--- src/rtl/line_scan_sequencer_if.sv ---
// ---------------------------------------------------------------------------
// line_scan_sequencer_if : request/address bundle between scan controller and sequencer
// Rev 1.0
// ---------------------------------------------------------------------------
`default_nettype none

interface line_scan_sequencer_if;
  logic       start;
  logic       stop;
  logic       mode;
  logic [4:0] first;
  logic [4:0] last;
  logic [4:0] A;
  logic       en;
  logic       busy;
  logic       done;

  modport master (
    output start, stop, mode, first, last,
    input  A, en, busy, done
  );

  modport slave (
    input  start, stop, mode, first, last,
    output A, en, busy, done
  );
endinterface

`default_nettype wire

--- src/rtl/line_scan_sequencer.sv ---
// ---------------------------------------------------------------------------
// line_scan_sequencer : steps a 5-bit line address over a latched range, DWELL cycles per line
// Rev 1.0
// ---------------------------------------------------------------------------
`default_nettype none

module line_scan_sequencer #(
  parameter int DWELL = 4,
  parameter int CNT_W = 8
) (
  input  logic                  clk,
  input  logic                  rst,
  line_scan_sequencer_if.slave  bus
);

  typedef enum logic [0:0] {
    S_IDLE = 1'b0,
    S_RUN  = 1'b1
  } state_e;

  localparam logic [CNT_W-1:0] C_RELOAD = CNT_W'(DWELL - 1);
  localparam logic [CNT_W-1:0] C_ONE    = CNT_W'(1);

  state_e           state_q;
  logic [4:0]       a_q;
  logic             en_q;
  logic             busy_q;
  logic             done_q;
  logic [CNT_W-1:0] cnt_q;
  logic [4:0]       first_q;
  logic [4:0]       last_q;
  logic             mode_q;

  always_ff @(posedge clk or posedge rst) begin
    if (rst) begin
      state_q <= S_IDLE;
      a_q     <= 5'd0;
      en_q    <= 1'b0;
      busy_q  <= 1'b0;
      done_q  <= 1'b0;
      cnt_q   <= '0;
      first_q <= 5'd0;
      last_q  <= 5'd0;
      mode_q  <= 1'b0;
    end else begin
      done_q <= 1'b0;
      case (state_q)
        S_IDLE: begin
          if (bus.start && !bus.stop) begin
            first_q <= bus.first;
            last_q  <= bus.last;
            mode_q  <= bus.mode;
            a_q     <= bus.first;
            en_q    <= 1'b1;
            busy_q  <= 1'b1;
            cnt_q   <= C_RELOAD;
            state_q <= S_RUN;
          end
        end
        S_RUN: begin
          // Abort leaves A on the line that was being driven.
          if (bus.stop) begin
            en_q    <= 1'b0;
            busy_q  <= 1'b0;
            state_q <= S_IDLE;
          end else if (cnt_q != '0) begin
            cnt_q <= cnt_q - C_ONE;
          end else if (a_q != last_q) begin
            a_q   <= a_q + 5'd1;
            cnt_q <= C_RELOAD;
          end else if (mode_q) begin
            a_q   <= first_q;
            cnt_q <= C_RELOAD;
          end else begin
            en_q    <= 1'b0;
            busy_q  <= 1'b0;
            done_q  <= 1'b1;
            state_q <= S_IDLE;
          end
        end
        default: begin
          en_q    <= 1'b0;
          busy_q  <= 1'b0;
          state_q <= S_IDLE;
        end
      endcase
    end
  end

  assign bus.A    = a_q;
  assign bus.en   = en_q;
  assign bus.busy = busy_q;
  assign bus.done = done_q;

endmodule

`default_nettype wire

--- src/flat_wrapper.sv ---
// flat-port wrapper written by rule: the top's interface ports become plain ports
module line_scan_sequencer_flat 
#(
  parameter int DWELL = 4,
  parameter int CNT_W = 8
)
  (clk, rst, bus_start, bus_stop, bus_mode, bus_first, bus_last, bus_A, bus_en, bus_busy, bus_done);
  line_scan_sequencer_if bus_i ();
  input  logic clk;
  input  logic rst;
  input wire logic [$bits(bus_i.start)-1:0] bus_start;
  input wire logic [$bits(bus_i.stop)-1:0] bus_stop;
  input wire logic [$bits(bus_i.mode)-1:0] bus_mode;
  input wire logic [$bits(bus_i.first)-1:0] bus_first;
  input wire logic [$bits(bus_i.last)-1:0] bus_last;
  output wire logic [$bits(bus_i.A)-1:0] bus_A;
  output wire logic [$bits(bus_i.en)-1:0] bus_en;
  output wire logic [$bits(bus_i.busy)-1:0] bus_busy;
  output wire logic [$bits(bus_i.done)-1:0] bus_done;
  assign bus_i.start = bus_start;
  assign bus_i.stop = bus_stop;
  assign bus_i.mode = bus_mode;
  assign bus_i.first = bus_first;
  assign bus_i.last = bus_last;
  assign bus_A = bus_i.A;
  assign bus_en = bus_i.en;
  assign bus_busy = bus_i.busy;
  assign bus_done = bus_i.done;
  line_scan_sequencer #(.DWELL(DWELL), .CNT_W(CNT_W)) u_core (.clk(clk), .rst(rst), .bus(bus_i));
endmodule
--- config.mk ---
export PLATFORM = sky130hd
export DESIGN_NAME = line_scan_sequencer_flat
export DESIGN_NICKNAME = d
export VERILOG_FILES = /design/src/rtl/line_scan_sequencer_if.sv /design/src/rtl/line_scan_sequencer.sv /design/src/flat_wrapper.sv
export SDC_FILE = /design/constraint.sdc
export NUM_CORES = 1
export LEC_CHECK = 0
export BUFFER_PORTS_ARGS = -buffer_cell sky130_fd_sc_hd__buf_2
export CORE_UTILIZATION = 55
export CTS_CLUSTER_DIAMETER = 80
export DETAILED_ROUTE_END_ITERATION = 8
export PLACE_DENSITY = 0.82
export SLEW_MARGIN = 25
export SYNTH_ARGS = -nofsm -noshare
export SYNTH_HDL_FRONTEND = slang
export SYNTH_SLANG_ARGS = --single-unit
--- constraint.sdc ---
create_clock -name clk -period 6.1 [get_ports clk]
set_clock_uncertainty 0.2 [all_clocks]
set_input_delay 1.22 -clock clk [delete_from_list [all_inputs] [get_ports clk]]
set_output_delay 1.22 -clock clk [all_outputs]
set_load 0.01 [all_outputs]
==> flow_summary.toml <==
[setup_path]
setup.worst_path.end_class = "flip-flop"
critPathArrivalTime_ns = 2.66
crit_chain = "buf_2 > o21bai_2 > nor2_1 > buf_4 > mux2_2"
slowest_delay_ns = 0.45
r2r_slack_ns = 3.82
startpoint_type = "input pin"
worstPathRequired_ns = 6.14
cp_max_fo = 9
crit_type = "in2reg"
crit_slowest_cell = "nor2_1"

[timing]
fmax_mhz = 382.1
hold_viol_final = 0
fin_crit_sh = 0.4291
worstMarginPinSlew_ns = 0.5530
grt_setup_unrepaired = "false"
setup_slack_ns = 3.483
relSlewSlack = 0.6308
hold_ws_ns = 0.3366
fin_crit_ns = 2.617
fin_setup_tns_ns = 0
slew_viol_final = 0
setup_viol = 0

[yosys]
syn_area_per_cell_sq_um = 10.73
synthesis.nets = 154
syn_inst = 136
yosys-top-cells-count = "dfrtp_1, mux2_2, o21ai_1, inv_1, nor2_1"
mappedNetlistArea_sq_mm = 0.001459
synth_edf_count = 0
synth_flop_cell = "dfrtp_1"
yosys-top-cells-area = "dfrtp_1, mux2_2, o21ai_1, xor2_1, nor4_4"
synth_seq_area_share = 0.4631
synth-async-reset-ratio = 1.000
yosysTopAreaCellShare = 0.4631
synth-seq-cells = 27
synth_most_common_cell = "dfrtp_1"
synth_cell_types = 43
synth-warning-count = 0
yosysTopAreaCell = "dfrtp_1"

[route]
drtIter0Drc = 45
routed-via-count = 1150
wl_um = 2780
drtAntennaViolNets = 0
drc = 0
viasPerCell = 6.117
first_pass_iters = 4
routedWlPerCell_um = 14.79

[layout]
n_antenna_cell = 0
fill_cells = 192
final_area_sq_mm = 0.001609
drive_gt1_frac = 0.2785
area_delta_synth_final_pct = 10.29
nNetsFinal = 177
postLayoutCoreUtil = 0.6436

[place]
io_buffers = 22
place_worst_setup_slack_ns = 3.129
placed_area_sq_mm = 0.001582
hpwl_um = 2036
gp_congestion = 0.8064

[run_status]
status = "completed"

[floorplan]
core-area_sq_mm = 0.002500
die-area_sq_mm = 0.002862
ios = 23
die_h_um = 53.50
rows = 18
initial_utilization = 0.5836
die_w_um = 53.50

[grt]
antenna_found_initial = 0
globalRouteTotalUtil = 0.2295
grt_start_max_net_pins = 28
grt_pass1_vias = 1021
grt-ovfl-total = 0
grt_first_pass_wirelength_um = 4643

[clock_tree]
cts_root_buffer = "clkbuf_4"
ctsResizeCount = 0
htreeDepth = 1
hold_buffers = 0
cts.reportedPaths.clkPinSlew_ns = 0.14
ctsLongestPathBuffers = 2
clock_latency_ns = 0.34
tritoncts = "done"
cts_buffers = 3
postCtsSetupRepairBufs = 0
cts.sinks = 27

[run]
maxCapViolations = 0

[min_path]
hold_class = "reg2reg"

[pwr]
power_leakage_nw = 0.7246
power_density_mw_per_mm2 = 331.9
ir_worst_vdd_mv = 0.2472
-- where the power goes --
group	leakage (nW)	internal (W)	total [W]	switching, W
Clock	0.0177	0.0000247	0.0000798	0.0000550
Sequential	0.332	0.000216	0.000261	0.0000448
Combinational	0.375	0.0000889	0.000193	0.000104
Total	0.725	0.000330	0.000534	0.000204
-- cell type report --
| class | instances | area, sq um | share of cell area |
|---|---|---|---|
| Timing Repair Buffer | 23 | 117.6 | 0.07310 |
| Tap cell | 30 | 37.54 | 0.02333 |
| Sequential cell | 27 | 675.6 | 0.4199 |
| Multi-Input combinational cell | 96 | 720.7 | 0.4479 |
| Inverter | 8 | 30.03 | 0.01866 |
| Clock inverter | 1 | 5.005 | 0.003110 |
| Clock buffer | 3 | 22.52 | 0.01400 |
-- final timing paths --
kind                                        start  cells after the start           endpoint
max in group asynchronous                     rst                      2    u_core.cnt_q[5]
worst max register to register    u_core.bus.A[0]                      5      u_core.bus.en
worst max-delay path                     bus_stop                      5   u_core.last_q[1]
worst min register to register  u_core.first_q[0]                      1  u_core.first_q[0]
worst min-delay path            u_core.first_q[0]                      1  u_core.first_q[0]
min in group asynchronous                     rst                      2    u_core.cnt_q[1]
-- through the flow --
step | total power (W) | cells
2_1_floorplan | 0.0004104 | 136
3_3_place_gp | 0.0004474 | 184
3_5_place_dp | 0.0004571 | 184
4_1_cts | 0.0005373 | 188
5_1_grt | 0.0005721 | 188
6_report | 0.0005341 | 188
-- logic make-up (layout without fill, tap and decap cells) --
kind of cell               count (synthesis)  count (layout)  synth area share
AOI/OAI and AO/OA                         41              41            0.2024
xor gates and xnor gates                   8               8           0.04803
adders and majority gates                  3               3           0.02573
buffers and inverters                     13              35           0.04288
DFF                                       27              27            0.4631
muxes                                     11              11           0.08319
and+or+nand+nor                           33              33            0.1347
-- per-layer routing --
metal / part of all wire / global-route usage
met5: 0 / 0
met4: 0.017 / 0.1053
met3: 0.065 / 0.03736
met2: 0.45 / 0.3354
met1: 0.46 / 0.3291
-- state kept, by name, summed over array words and instances (netlist names) --
register         flops
u_core.bus.done      1
u_core.bus.A         5
u_core.first_q       5
u_core.state_q       1
u_core.cnt_q         8
u_core.bus.en        1
u_core.last_q        5
u_core.mode_q        1
-- critical path: cells and delay by family --
family / cells / cell delay [ns]
buf+inv: 2 / 0.40
compound gates: 1 / 0.24
mux: 1 / 0.34
simple gates: 1 / 0.45
-- cell usage in the layout (no fill, tap or decap), types with 3 or more instances in the layout --
master / n
dfrtp_1: 27
buf_2: 22
mux2_2: 9
o21ai_1: 9
nor2_1: 8
inv_1: 7
nand2_1: 7
xor2_1: 5
o21ai_0: 5
nand3_1: 4
xnor2_1: 3
and2_1: 3
o31ai_1: 3
nor3_1: 3
a22oi_1: 3
a21oi_1: 3
ha_1: 3
clkbuf_4: 3
Note: power is estimated with default switching activity, not from simulation.
